==> config.mk <==
export PLATFORM = sky130hd
export DESIGN_NAME = pfb_round_sat
export DESIGN_NICKNAME = d
export VERILOG_FILES = /design/src/rtl/pfb_round_sat.sv
export SDC_FILE = /design/constraint.sdc
export NUM_CORES = 1
export LEC_CHECK = 0
export BUFFER_PORTS_ARGS = -buffer_cell sky130_fd_sc_hd__buf_2
export CAP_MARGIN = 10
export CORE_ASPECT_RATIO = 0.5
export CORE_MARGIN = 2
export CORE_UTILIZATION = 30
export CTS_CLUSTER_DIAMETER = 200
export CTS_CLUSTER_SIZE = 16
export DETAILED_ROUTE_END_ITERATION = 12
export GPL_ROUTABILITY_DRIVEN = 0
export HOLD_SLACK_MARGIN = 0.12
export PLACE_DENSITY = 0.47
export SLEW_MARGIN = 25
export SYNTH_ARGS = -nofsm -noshare
export SYNTH_HDL_FRONTEND = slang
export SYNTH_SLANG_ARGS = --single-unit
==> constraint.sdc <==
create_clock -name clk -period 2.4 [get_ports clk]
set_clock_uncertainty 0.15 [all_clocks]
set_input_delay 0.12 -clock clk [delete_from_list [all_inputs] [get_ports clk]]
set_output_delay 0.12 -clock clk [all_outputs]
set_load 0.005 [all_outputs]
==> src/rtl/pfb_round_sat.sv <==
// pfb_round_sat: round / saturate stage for the PFB channelizer output path.
//
// Takes a wide signed accumulator word, adds a rounding constant chosen by
// rnd_mode, keeps bits [LSB_POS+OUT_WIDTH-1:LSB_POS] and either saturates or
// wraps on overflow. tuser/tlast travel with the data. The stream interface
// is a full AXI-stream handshake with backpressure.
//
// Pipeline: stage 1 (rounding add) -> stage 2 (slice / overflow / saturate)
// written into a 3-entry output queue. The queue head drives m_axis_*. The
// two entries behind it form the skid buffer, so s_axis_tready can be a
// register. Up to 4 beats can be in flight.
//
// Ports
//   clk, sync_reset           clock, synchronous active-high reset
//   rnd_mode[1:0]             0/3 truncate, 1 round-half-up, 2 convergent
//   sat_en                    1 saturate, 0 wrap on overflow
//   ovf_clr                   clears ovf_sticky (a same-cycle set wins)
//   s_axis_t{data,valid,user,last,ready}   input stream
//   m_axis_t{data,valid,user,last,ovf,ready} output stream
//   ovf_sticky                set by any overflowed beat presented at output
module pfb_round_sat #(
  parameter int unsigned IN_WIDTH   = 48,
  parameter int unsigned OUT_WIDTH  = 16,
  parameter int unsigned LSB_POS    = 24,
  parameter int unsigned USER_WIDTH = 8
) (
  input  logic                  clk,
  input  logic                  sync_reset,
  input  logic [1:0]            rnd_mode,
  input  logic                  sat_en,
  input  logic                  ovf_clr,
  input  logic [IN_WIDTH-1:0]   s_axis_tdata,
  input  logic                  s_axis_tvalid,
  input  logic [USER_WIDTH-1:0] s_axis_tuser,
  input  logic                  s_axis_tlast,
  output logic                  s_axis_tready,
  output logic [OUT_WIDTH-1:0]  m_axis_tdata,
  output logic                  m_axis_tvalid,
  output logic [USER_WIDTH-1:0] m_axis_tuser,
  output logic                  m_axis_tlast,
  output logic                  m_axis_tovf,
  input  logic                  m_axis_tready,
  output logic                  ovf_sticky
);

  localparam int unsigned SUM_W    = IN_WIDTH + 1;
  localparam int unsigned MSB_KEEP = LSB_POS + OUT_WIDTH - 1;
  localparam int unsigned TOP_W    = IN_WIDTH - MSB_KEEP + 1;
  localparam int unsigned DEPTH    = 3;

  localparam logic [SUM_W-1:0]     RND_HALF = SUM_W'(1) << (LSB_POS - 1);
  localparam logic [OUT_WIDTH-1:0] SAT_MAX  = {1'b0, {(OUT_WIDTH-1){1'b1}}};
  localparam logic [OUT_WIDTH-1:0] SAT_MIN  = {1'b1, {(OUT_WIDTH-1){1'b0}}};

  // Parameter sanity: need at least one fraction bit and the kept field inside the input.
  if (LSB_POS < 1 || LSB_POS + OUT_WIDTH > IN_WIDTH) begin : g_bad_params
    $error("pfb_round_sat: illegal LSB_POS/OUT_WIDTH/IN_WIDTH combination");
  end

  typedef struct packed {
    logic [OUT_WIDTH-1:0]  data;
    logic [USER_WIDTH-1:0] user;
    logic                  last;
    logic                  ovf;
  } out_beat_t;

  // Stage 1 registers
  logic                  s1_vld;
  logic [SUM_W-1:0]      s1_sum;
  logic                  s1_sat;
  logic [USER_WIDTH-1:0] s1_user;
  logic                  s1_last;

  // Output queue (entry 0 is the presented beat) and input-ready register
  out_beat_t        q [DEPTH];
  out_beat_t        q_n [DEPTH];
  logic [DEPTH-1:0] vld;
  logic [DEPTH-1:0] vld_n;
  logic             s_ready_q;
  logic             sticky_q;

  // Combinational helpers
  logic [SUM_W-1:0] x_ext;
  logic [SUM_W-1:0] rnd_k;
  logic [SUM_W-1:0] sum_c;
  logic [TOP_W-1:0] s1_top;
  logic             s2_ovf;
  out_beat_t        s2_beat;
  logic             s_accept;
  logic             pop;
  logic             push;
  logic             placed;
  logic             s1_vld_n;
  logic             s_ready_n;

  // Rounding constant; convergent adds the kept LSB so exact ties land on even.
  always_comb begin
    rnd_k = '0;
    case (rnd_mode)
      2'd1:    rnd_k = RND_HALF;
      2'd2:    rnd_k = RND_HALF - SUM_W'(1) + SUM_W'(s_axis_tdata[LSB_POS]);
      default: rnd_k = '0;
    endcase
  end

  assign x_ext = {s_axis_tdata[IN_WIDTH-1], s_axis_tdata};
  assign sum_c = x_ext + rnd_k;

  // Overflow when the bits above the kept field disagree with its sign bit.
  assign s1_top = s1_sum[IN_WIDTH:MSB_KEEP];
  assign s2_ovf = (s1_top != '0) && (s1_top != '1);

  // Stage 2: slice, then saturate toward the sign of the full-precision sum.
  always_comb begin
    s2_beat.data = s1_sum[MSB_KEEP:LSB_POS];
    s2_beat.user = s1_user;
    s2_beat.last = s1_last;
    s2_beat.ovf  = s2_ovf;
    if (s2_ovf && s1_sat) begin
      s2_beat.data = s1_sum[IN_WIDTH] ? SAT_MIN : SAT_MAX;
    end
  end

  assign s_accept = s_axis_tvalid & s_ready_q;
  assign pop      = vld[0] & m_axis_tready;

  // Queue update: shift out the consumed head, then write stage 2 into the
  // first free slot. The head never changes while it is stalled.
  always_comb begin
    q_n    = q;
    vld_n  = vld;
    placed = 1'b0;
    if (pop) begin
      for (int i = 0; i < DEPTH - 1; i++) begin
        q_n[i] = q[i+1];
      end
      vld_n = {1'b0, vld[DEPTH-1:1]};
    end
    push = s1_vld & ~vld_n[DEPTH-1];
    for (int i = 0; i < DEPTH; i++) begin
      if (push && !placed && !vld_n[i]) begin
        q_n[i]   = s2_beat;
        vld_n[i] = 1'b1;
        placed   = 1'b1;
      end
    end
  end

  // Ready for next cycle only if a new beat is guaranteed a slot even if the
  // output stalls: i.e. fewer than 4 beats will be in flight.
  assign s1_vld_n  = (s1_vld & ~push) | s_accept;
  assign s_ready_n = ~(s1_vld_n & vld_n[DEPTH-1]);

  // All pipeline state
  always_ff @(posedge clk) begin
    if (sync_reset) begin
      s_ready_q <= 1'b0;
      s1_vld    <= 1'b0;
      s1_sum    <= '0;
      s1_sat    <= 1'b0;
      s1_user   <= '0;
      s1_last   <= 1'b0;
      vld       <= '0;
      sticky_q  <= 1'b0;
      for (int i = 0; i < DEPTH; i++) begin
        q[i] <= '0;
      end
    end else begin
      s_ready_q <= s_ready_n;
      s1_vld    <= s1_vld_n;
      if (s_accept) begin
        s1_sum  <= sum_c;
        s1_sat  <= sat_en;
        s1_user <= s_axis_tuser;
        s1_last <= s_axis_tlast;
      end
      q   <= q_n;
      vld <= vld_n;
      // Set has priority over clear.
      if (vld[0] && q[0].ovf) begin
        sticky_q <= 1'b1;
      end else if (ovf_clr) begin
        sticky_q <= 1'b0;
      end
    end
  end

  assign s_axis_tready = s_ready_q;
  assign m_axis_tvalid = vld[0];
  assign m_axis_tdata  = q[0].data;
  assign m_axis_tuser  = q[0].user;
  assign m_axis_tlast  = q[0].last;
  assign m_axis_tovf   = q[0].ovf;
  assign ovf_sticky    = sticky_q;

endmodule
# ---- Word-level counts from Yosys, hierarchy flattened
# Index checks and enable logic that the tools add are counted.
dict set report classes {
  shifts 0
  multipliers 0
  reduce_logical 17
  div 0
  bitwise_logic 9
  order_cmp 0
  muxes 14
  addsub 2
  eq_ne 3
}
# operator count
set op_table {}
lappend op_table {{two-way mux 26 bit} 2}
lappend op_table {{two-way mux 52 bit} 1}
lappend op_table {{adder 49 bit} 1}
lappend op_table {{one-hot mux 24 bit (2 select lines)} 1}
lappend op_table {{two-way mux 16 bit} 2}
lappend op_table {{adder 23 x 1 -> 24 bit, first input constant} 1}
lappend op_table {{inequality test 10 bit, second input constant} 1}
lappend op_table {{nonzero test 10 bit} 1}
lappend op_table {{logical AND 1 bit} 8}
lappend op_table {{two-way mux 1 bit} 7}
lappend op_table {{nonzero test 2 bit} 3}
lappend op_table {{bitwise AND 1 bit} 5}
lappend op_table {{zero test 1 bit} 5}
lappend op_table {{two-way mux 3 bit} 1}
lappend op_table {{inverter 1 bit} 3}
lappend op_table {{== test 2 x 1 -> 1 bit, second input constant} 1}
lappend op_table {{== test 2 bit, second input constant} 1}
lappend op_table {{OR 1 bit} 1}
dict set report word_totals {
  in_bits 65
  register_bits 143
  memories 0
  latch_bits 0
  wordCells 65
  mem_bits_ro 0
  out_inout_bits 29
  ramBits 0
}

# ---- Depth between registers and ports, before layout
# Gate-level depths: netlist of run 1.
dict set report depth {
  word_depth 16
  depth_mapped 12
  depth_no_buf 10
}

# ---- Least setup slack after synthesis of run 1
# No wires, ideal clock.
dict set report synth_timing {
  kind {in2reg}
  from {in rnd_mode[0]}
  to {reg s1_sum[37]}
  t_required_ns 2.164
  stages 11
  setup_ns 0.086
  path_slack_ns 0.249
  n_path_buf 2
  arrival_ns 1.915
  cell_sequence {inv_1 ha_1 nor2_1 ha_1 and3_1 clkbuf_2 and4_1 clkbuf_1 nand4_1 xor2_1 a211oi_1}
}
dict set report synth_via {
  elab_chain_len 3
  word_cells_on_any_way 4
  classes_between {add/sub (1); eq/ne (2); mux (1)}
}
# item line
set synth_lines {}
lappend synth_lines {{from (decl)} 29} ;# input logic [1:0] rnd_mode,
lappend synth_lines {{== test 2 bit or == test 2 x 1 -> 1 bit (tied branches)} 99} ;# case (rnd_mode)
lappend synth_lines {{one-hot mux 24 bit (2 select lines) *} 99}
lappend synth_lines {{adder 49 bit *} 107} ;# assign sum_c = x_ext + rnd_k;
lappend synth_lines {{to (signal assigned)} 172} ;# s1_sum <= sum_c;
lappend synth_lines {{to (decl)} 69} ;# logic [SUM_W-1:0] s1_sum;
# Every way passes the cells marked *; elsewhere a longest branch is shown, timed or not.
# A chain may end at the register's enable or synchronous reset.

# ---- Worst setup path after layout of run 1
dict set report layout_timing {
  from {in rnd_mode[0]}
  to {reg s1_sum[34]}
}
# The elaborated chain is that of the path after synthesis.

==> results of run 1 <==
[cells in the mapped netlist, types with 2 or more instances]
cell	number	area share, %
nand2_1	166	11
dfxtp_1	119	43
nor2_1	64	4.3
a21oi_1	58	5.2
clkbuf_1	48	3.2
a211oi_1	33	4.4
a31o_2	24	3.8
buf_4	24	3.2
a311oi_1	21	3.3
nand3_1	16	1.4
nor3_1	14	1.3
xnor2_1	12	1.9
o211a_1	10	1.8
xor2_1	10	1.6
nand4_1	8	0.90
nor4_1	8	0.90
and4_1	5	0.79
a211oi_2	4	0.90
and3_1	4	0.45
buf_1	4	0.27
inv_1	4	0.27
o21ai_0	4	0.36
a21oi_2	3	0.47
and2_1	3	0.34
buf_2	3	0.27
ha_1	3	0.67
nand2b_1	3	0.34
a31oi_1	2	0.22
a41oi_1	2	0.31
mux2i_1	2	0.36
nor3b_1	2	0.27
or3_1	2	0.22
or4_4	2	0.40
[worst max-delay path, delay by kind of cell]
family | cells | cell delay, ns
AND/OR/NAND/NOR | 4 | 0.87
buffers and inverters | 3 | 0.68
adder cells (fa/ha/maj) | 2 | 0.44
AO/OA/AOI/OAI | 1 | 0.22
XOR/XNOR | 1 | 0.16
[registers in the layout (all words and copies together) (netlist names)]
signal	count
q	52
s1_sum	25
m_axis_tdata	16
m_axis_tuser	8
s1_user	8
vld	3
m_axis_tlast	1
m_axis_tovf	1
ovf_sticky	1
s1_last	1
s1_sat	1
s1_vld	1
s_axis_tready	1
[where the power goes]
group	internal (mW)	switching, mW	leakage (nW)
clock network	1.62	0.935	0.287
logic	0.231	0.248	1.68
registers	2.04	0.0510	0.968
[kinds of logic after synthesis]
kind of cell / after synthesis / synth area share (%)
AO/OA/AOI/OAI: 163 / 21.06
multiplexers: 2 / 0.3593
XOR/XNOR: 22 / 3.458
adder cells (fa/ha/maj): 3 / 0.6738
flip-flops: 119 / 42.76
buffers and inverters: 86 / 7.927
AND/OR/NAND/NOR: 302 / 23.76
[worst min path at each step]
stage                               to
6_report       s1_user[3]$_SDFFE_PP0P_
5_1_grt        s1_user[3]$_SDFFE_PP0P_
3_3_place_gp   s1_user[6]$_SDFFE_PP0P_
4_1_cts        s1_user[3]$_SDFFE_PP0P_
3_5_place_dp   s1_user[6]$_SDFFE_PP0P_
2_1_floorplan     s1_last$_SDFFE_PP0P_
[timing repair]
action,in CTS,in global routing
setup buffers,0,6
hold endpoints to repair,46,0
resized for setup,0,14
hold buffers,53,0
setup endpoints to repair,0,9
[area by class of cell]
type	instances	area share [%]
well taps	240	4.037
clock inverters	10	1.615
flip-flops and latches	119	32.03
inverters	4	0.2019
multi-input cells	492	38.10
clock buffers	22	6.375
repair buffers	179	17.65
[metal layers]
metal / vias to the layer above / track usage, %
met5: - / 0
met4: 0 / 3.875
met3: 8 / 3.192
met1: 2484 / 21.14
li1: 2654 / -
met2: 92 / 27.18
[per-stage QoR]
step / util, % / hold WS [ns]
after detailed placement: 33.83 / 0.2229
after global routing: 40.64 / 0.1953
final: 40.64 / 0.1662
after CTS: 39.98 / 0.1663
after global placement: 33.80 / 0.2112
after floorplan: - / 0.1060
==> metrics.yaml, run 1 <==
fillCellCount: 1890
clockRootBuffer: "clkbuf_16"
ys_seq_elements: 119
power.total_mw: 5.122
die-area_um2: 19740
numCtsBuffers: 17
synth_edf_count: 0
finish.instance_area_um2: 7438
fin_cells: 1066
synth_area_um2: 5572
p_per_area_nw_per_um2: 688.5
p_leak_nw: 2.933
fin_ws_ns: 0.06530
crit_end: "s1_sum[34]$_SDFFE_PP0P_"
port_buffers: 93
slew_headroom_pct: 47.61
diodes: 0
tns_ns: 0
end_kind: "flop"
ys_seq_area_share_pct: 42.76
floorplan.initialDensity_pct: 30.44
avgSynthCellArea_um2: 7.994
ff_latch_area_um2: 2382
critical-path-max-stage-delay_ns: 0.55
slew_violations: 0
overflow: 0
startpoint_type: "input pin"
crit_chain: "buf_2 > inv_1 > ha_1 > nor2_1 > ha_1 > and3_4 > and4_1 > nand4_1 > xor2_1 > dlygate4sd3_1 > a211oi_1"
wl_met2_um: 7239
grt_max_degree: 54
ys_async_sr_fraction_pct: 0
crit-reg2reg-launch: "s1_sum[42]$_SDFFE_PP0P_"
hold_path_class: "input pin to flop"
dp_cells: 975
io_pins: 94
drive_gt1_share_pct: 24.70
placedInstanceArea_um2: 6193
fmax_mhz: 428.3
syn_inst: 697
highest_layer: "met4"
yosysWarnings: 0
worstSkewPairLatency_ns: 0.41
hold_depth: 4
worstHoldStart: "s_axis_tvalid"
wl_met3_um: 474
path_clk_slew_ns: 0.05
core_area_um2: 18310
row_count: 35
multi_input_area_um2: 2834
setup_viol: 0
cp.arrival_ns: 2.50
die_h_um: 100.4
first_global_vias: 4934
cp_max_fo: 7
critPathLaunch: "rnd_mode[0]"
crit_type: "input pin to flop"
period_share_pct: 97.28
synth_nets: 765
dr.pass1.iters: 4
status: "completed"
preCtsSetupSlack_ns: 0.1470
clock-sinks: 119
final_common_cell: "nand2_1"
hpwl_um: 10220
first_iter_violations: 196
final_cell_mix: "nand2_1, dfxtp_1, buf_2, nor2_1, a21oi_1"
ant_nets: 0
timing.rr.end: "m_axis_tdata[14]$_SDFFE_PP0P_"
post-route-drc-count: 0
htreeDepth: 4
cap_viol_max_count: 0
ys.flop_type: "dfxtp_1"
rsz0062_at_grt: "true"
crit_path_top_delay_cell: "dlygate4sd3_1"
via_count: 5238
reg2reg_depth: 6
antenna_found_initial: 0
min_period_ns: 2.335
grtUsageTotal_pct: 16.03
wire_per_inst_um: 14.70
required_ns: 2.57
area.growth.synth_to_final_pct: 33.51
drt_wl_total_um: 15670
grt_pass1_wl_um: 25240
critical_path.most_common_cell: "ha_1"
cts_tree: "yes"
clockBufferDepth: 2
reg2reg_slack_ns: 0.15
tightestPinTransition_ns: 0.7850
nets: 881
hold_viol: 0
die_w_um: 196.7
met1_length_um: 7865
synth.distinct_cells: 43
vias_per_cell: 4.914
ir_drop_uv: 359.8
No activity file was read; power rests on OpenSTA's default activity.
==> run 2, diff against run 1 <==
--- a/config.mk
+++ b/config.mk
@@ -15,6 +15,7 @@
 export DETAILED_ROUTE_END_ITERATION = 12
 export GPL_ROUTABILITY_DRIVEN = 0
 export HOLD_SLACK_MARGIN = 0.12
+export MAX_ROUTING_LAYER = met4
 export PLACE_DENSITY = 0.47
 export SLEW_MARGIN = 25
 export SYNTH_ARGS = -nofsm -noshare
==> metrics.yaml, run 2 (synthesis results as in run 1) <==
crit_type: "input pin to flop"
p_seq_share_pct: 40.9  # about the same
dr.pass1.iters: 5  # +1
p_int_mw: 3.888  # about the same
fillCellCount: 1890  # unchanged
wire_per_inst_um: 14.63  # -0.48%
htreeDepth: 4  # unchanged
clock-sinks: 119  # unchanged
slew_violations: 0  # unchanged
dp_cells: 975  # unchanged
switching_share_pct: 24.04  # -0.043 points
nets: 881  # unchanged
end_kind: "flop"
hold_viol: 0  # unchanged
io_pins: 94  # unchanged
fmax_mhz: 428.3  # about the same
grtUsageTotal_pct: 16.50  # +0.47 points
combPwrFrac_pct: 9.3  # about the same
row_count: 35  # unchanged
clockBufferDepth: 2  # unchanged
setup_viol: 0  # unchanged
hold_path_class: "input pin to flop"
die-area_um2: 19740  # unchanged
clockRootBuffer: "clkbuf_16"
power.total_mw: 5.118  # about the same
first_iter_violations: 203  # +3.6%
first_global_vias: 4925  # -0.18%
drt_wl_total_um: 15600  # -0.48%
path_clk_slew_ns: 0.05  # about the same
floorplan.initialDensity_pct: 30.44  # unchanged
worstSkewPairLatency_ns: 0.41  # about the same
cts_tree: "yes"
clkPwrFrac_pct: 49.8  # about the same
required_ns: 2.57  # about the same
period_share_pct: 97.29  # about the same
p_per_area_nw_per_um2: 688.1  # about the same
cap_viol_max_count: 0  # unchanged
status: "completed"
largest_reg_flops: 52  # unchanged
cp_max_fo: 7  # unchanged
antenna_found_initial: 0  # unchanged
die_h_um: 100.4  # unchanged
power_switching_mw: 1.231  # -0.24%
overflow: 0  # unchanged
drive_gt1_share_pct: 24.70  # unchanged
port_buffers: 93  # unchanged
regMostFlops: "q"
startpoint_type: "input pin"
final_cell_mix: "nand2_1, dfxtp_1, buf_2, nor2_1, a21oi_1"
grt_max_degree: 54  # unchanged
rsz0062_at_grt: "true"
post-route-drc-count: 0  # unchanged
ant_nets: 0  # unchanged
grt_pass1_wl_um: 25200  # -0.17%
numCtsBuffers: 17  # unchanged
cp.arrival_ns: 2.50  # about the same
ir_drop_uv: 360.8  # +0.29%
hpwl_um: 10220  # unchanged
fin_cells: 1066  # unchanged
final_common_cell: "nand2_1"
core_area_um2: 18310  # unchanged
p_leak_nw: 2.933  # unchanged
tightestPinTransition_ns: 0.7833  # -0.001753 ns
vias_per_cell: 4.920  # +0.13%
via_count: 5245  # +0.13%
min_period_ns: 2.335  # +0.0003544 ns
tns_ns: 0  # unchanged
die_w_um: 196.7  # unchanged
area.growth.synth_to_final_pct: 33.51  # unchanged
slew_headroom_pct: 47.72  # +0.12 points
diodes: 0  # unchanged
final_util_pct: 40.64  # unchanged
run 2: per-stage QoR:
step,worst slack [ns],cell area (um2),hold slack (ns)
after floorplan,0.2495,5572,0.1060
after global routing,-0.1045,7438,0.1953
after CTS,0.01647,7318,0.1663
after global placement,0.1208,6187,0.2112
after detailed placement,0.1470,6193,0.2229
final,0.06494,7438,0.1656
run 2: final cells by class:
type	instances	area (um2)	area share, %
inverter	4	15.01	0.2019
tap	240	300.3	4.037
clock buffer	22	474.2	6.375
sequential	119	2382	32.03
multi-input combinational	492	2834	38.10
clock inverter	10	120.1	1.615
timing repair buffer	179	1313	17.65
run 2: repair_timing:
action                                 CTS  global route
setup endpoints to repair                0             9
resized for setup                        0            14
hold buffers                            53             0
endpoints found under the hold margin   46             0
setup buffers                            0             6
run 2: worst paths after layout:
| check | from | to | slack [ns] | cells past startpoint |
|---|---|---|---|---|
| max | rnd_mode[0] | s1_sum[34]$_SDFFE_PP0P_ | 0.06 | 11 |
| min | s_axis_tvalid | s1_user[3]$_SDFFE_PP0P_ | 0.17 | 4 |
| max reg2reg | s1_sum[42]$_SDFFE_PP0P_ | m_axis_tdata[14]$_SDFFE_PP0P_ | 0.15 | 6 |
| min reg2reg | q[2]$_SDFFE_PP0P_ | q[2]$_SDFFE_PP0P_ | 0.30 | 2 |
run 2: power by group through the flow:
| stage | clock (mW) | combinational (mW) | sequential [mW] |
|---|---|---|---|
| final | 2.55 | 0.478 | 2.09 |
| after global routing | 2.69 | 0.534 | 2.10 |
| after CTS | 2.60 | 0.478 | 2.09 |
| after detailed placement | 0 | 0.411 | 2.13 |
| after global placement | 0 | 0.407 | 2.13 |
| after floorplan | 0 | 0.269 | 2.12 |
run 2: critical path: stages:
cell and delay (ns):
buf_2 0.09, inv_1 0.04, ha_1 0.27, nor2_1 0.11
ha_1 0.17, and3_4 0.19, and4_1 0.39, nand4_1 0.19
xor2_1 0.16, dlygate4sd3_1 0.55, a211oi_1 0.22
run 2: routing by layer:
layer	share of wire [%]	vias up	wire (um)	GRT usage (%)
met5	0	-	0	-
met1	50	2483	7808	21.02
met3	3.0	8	474	3.125
met4	0.49	0	76	3.875
li1	-	2660	-	-
met2	46	94	7237	27.32
==> run 3, diff against run 2 <==
--- a/config.mk
+++ b/config.mk
@@ -17,6 +17,7 @@
 export HOLD_SLACK_MARGIN = 0.12
 export MAX_ROUTING_LAYER = met4
 export PLACE_DENSITY = 0.47
+export RECOVER_POWER = 25
 export SLEW_MARGIN = 25
 export SYNTH_ARGS = -nofsm -noshare
 export SYNTH_HDL_FRONTEND = slang
==> metrics.yaml, run 3 (synthesis results as in run 1) <==
status: "completed"
path_clk_slew_ns: 0.05  # about the same
ant_nets: 0  # unchanged
reg2reg_depth: 6  # unchanged
nets: 881  # unchanged
rsz0062_at_grt: "true"
overflow: 0  # unchanged
vias_per_cell: 4.915  # -0.11%
hold_viol: 0  # unchanged
min_period_ns: 2.340  # +0.004622 ns
hpwl_um: 10220  # unchanged
die-area_um2: 19740  # unchanged
fmax_mhz: 427.4  # -0.20%
ff_latch_area_um2: 2382  # unchanged
p_leak_nw: 2.855  # -2.7%
regMostFlops: "q"
hold_end: "s1_user[3]$_SDFFE_PP0P_"
required_ns: 2.57  # about the same
multi_input_area_um2: 2834  # unchanged
crit_type: "input pin to flop"
final_cell_mix: "nand2_1, dfxtp_1, buf_2, nor2_1, a21oi_1"
cap_viol_max_count: 0  # unchanged
port_buffers: 93  # unchanged
hold_depth: 4  # unchanged
antenna_found_initial: 0  # unchanged
final_common_cell: "nand2_1"
die_w_um: 196.7  # unchanged
cp.arrival_ns: 2.51  # about the same
dp_cells: 975  # unchanged
grt_max_degree: 54  # unchanged
die_h_um: 100.4  # unchanged
clockBufferDepth: 2  # unchanged
worstHoldStart: "s_axis_tvalid"
dr.pass1.iters: 4  # -1
core_area_um2: 18310  # unchanged
largest_reg_flops: 52  # unchanged
crit-reg2reg-launch: "s1_sum[42]$_SDFFE_PP0P_"
timing.rr.end: "m_axis_tdata[14]$_SDFFE_PP0P_"
reg2reg_slack_ns: 0.15  # about the same
first_iter_violations: 201  # -0.99%
htreeDepth: 4  # unchanged
end_kind: "flop"
final_util_pct: 40.42  # -0.22 points
tightestPinTransition_ns: 0.8157  # +0.03245 ns
slew_headroom_pct: 45.62  # -2.1 points
wire_per_inst_um: 14.71  # +0.52%
numCtsBuffers: 17  # unchanged
first_global_vias: 4925  # unchanged
cp_max_fo: 7  # unchanged
post-route-drc-count: 0  # unchanged
startpoint_type: "input pin"
clockRootBuffer: "clkbuf_16"
placedInstanceArea_um2: 6193  # unchanged
io_pins: 94  # unchanged
p_per_area_nw_per_um2: 691.1  # +0.44%
timing.hold.ws_ns: 0.1665  # +0.0009250 ns
tns_ns: 0  # unchanged
slew_violations: 0  # unchanged
fin_cells: 1066  # unchanged
finish.instance_area_um2: 7398  # -0.54%
fillCellCount: 1901  # +0.58%
hold_path_class: "input pin to flop"
preCtsSetupSlack_ns: 0.1470  # unchanged
clock-sinks: 119  # unchanged
fin_ws_ns: 0.06032  # -0.004622 ns
diodes: 0  # unchanged
floorplan.initialDensity_pct: 30.44  # unchanged
row_count: 35  # unchanged
setup_viol: 0  # unchanged
drive_gt1_share_pct: 22.52  # -2.2 points
via_count: 5239  # -0.11%
worstSkewPairLatency_ns: 0.41  # about the same
period_share_pct: 97.49  # +0.19 points
cts_tree: "yes"
grtUsageTotal_pct: 16.50  # unchanged
drt_wl_total_um: 15680  # +0.52%
grt_pass1_wl_um: 25200  # unchanged
power.total_mw: 5.113  # -0.10%
ir_drop_uv: 358.0  # -0.80%
area.growth.synth_to_final_pct: 32.79
[run 3: cell count changes in the layout (fill, tap and decap cells not counted), sizes merged]
cell	before	now
buf	126	107
clkbuf	22	41
[run 3: area by class of cell]
class                      instances  area share [%]
clock buffer                      22           6.410
clock inverter                    10           1.624
inverter                           4          0.2029
multi-input combinational        492           38.31
sequential                       119           32.20
tap                              240           4.059
timing repair buffer             179           17.20
[run 3: worst max-delay path by stage]
| stage | slack [ns] | end | from | depth (start not counted) |
|---|---|---|---|---|
| 2_1_floorplan | 0.25 | s1_sum[37]$_SDFFE_PP0P_ | rnd_mode[0] | 11 |
| 3_3_place_gp | 0.12 | s1_sum[48]$_SDFFE_PP0P_ | rnd_mode[0] | 11 |
| 3_5_place_dp | 0.15 | s1_sum[47]$_SDFFE_PP0P_ | rnd_mode[0] | 11 |
| 4_1_cts | 0.02 | s1_sum[47]$_SDFFE_PP0P_ | s_axis_tdata[32] | 8 |
| 5_1_grt | -0.10 | s1_sum[46]$_SDFFE_PP0P_ | rnd_mode[0] | 11 |
| 6_report | 0.06 | s1_sum[34]$_SDFFE_PP0P_ | rnd_mode[0] | 11 |
[run 3: where the power goes]
part	total, mW	internal, mW	switching, mW
Combinational	0.473	0.226	0.248
Clock	2.55	1.62	0.931
Sequential	2.09	2.04	0.0514
[run 3: timing repair]
item / in CTS / in global routing
hold buffers: 53 / 0
hold endpoints to repair: 46 / 0
resized for setup: 0 / 14
endpoints found under the setup margin: 0 / 9
buffers inserted: 0 / 6
[run 3: critical path, stage by stage]
cell           delay, ns
buf_2               0.09
inv_1               0.04
ha_1                0.27
nor2_1              0.11
ha_1                0.17
and3_4              0.19
and4_1              0.39
nand4_1             0.19
xor2_1              0.16
dlygate4sd3_1       0.55
a211oi_1            0.22
[run 3: metal layers]
metal  GRT usage [%]  wire (um)
met3           3.125        447
met4           3.875         95
met2           27.32       7238
met5               -          0
met1           21.02       7897
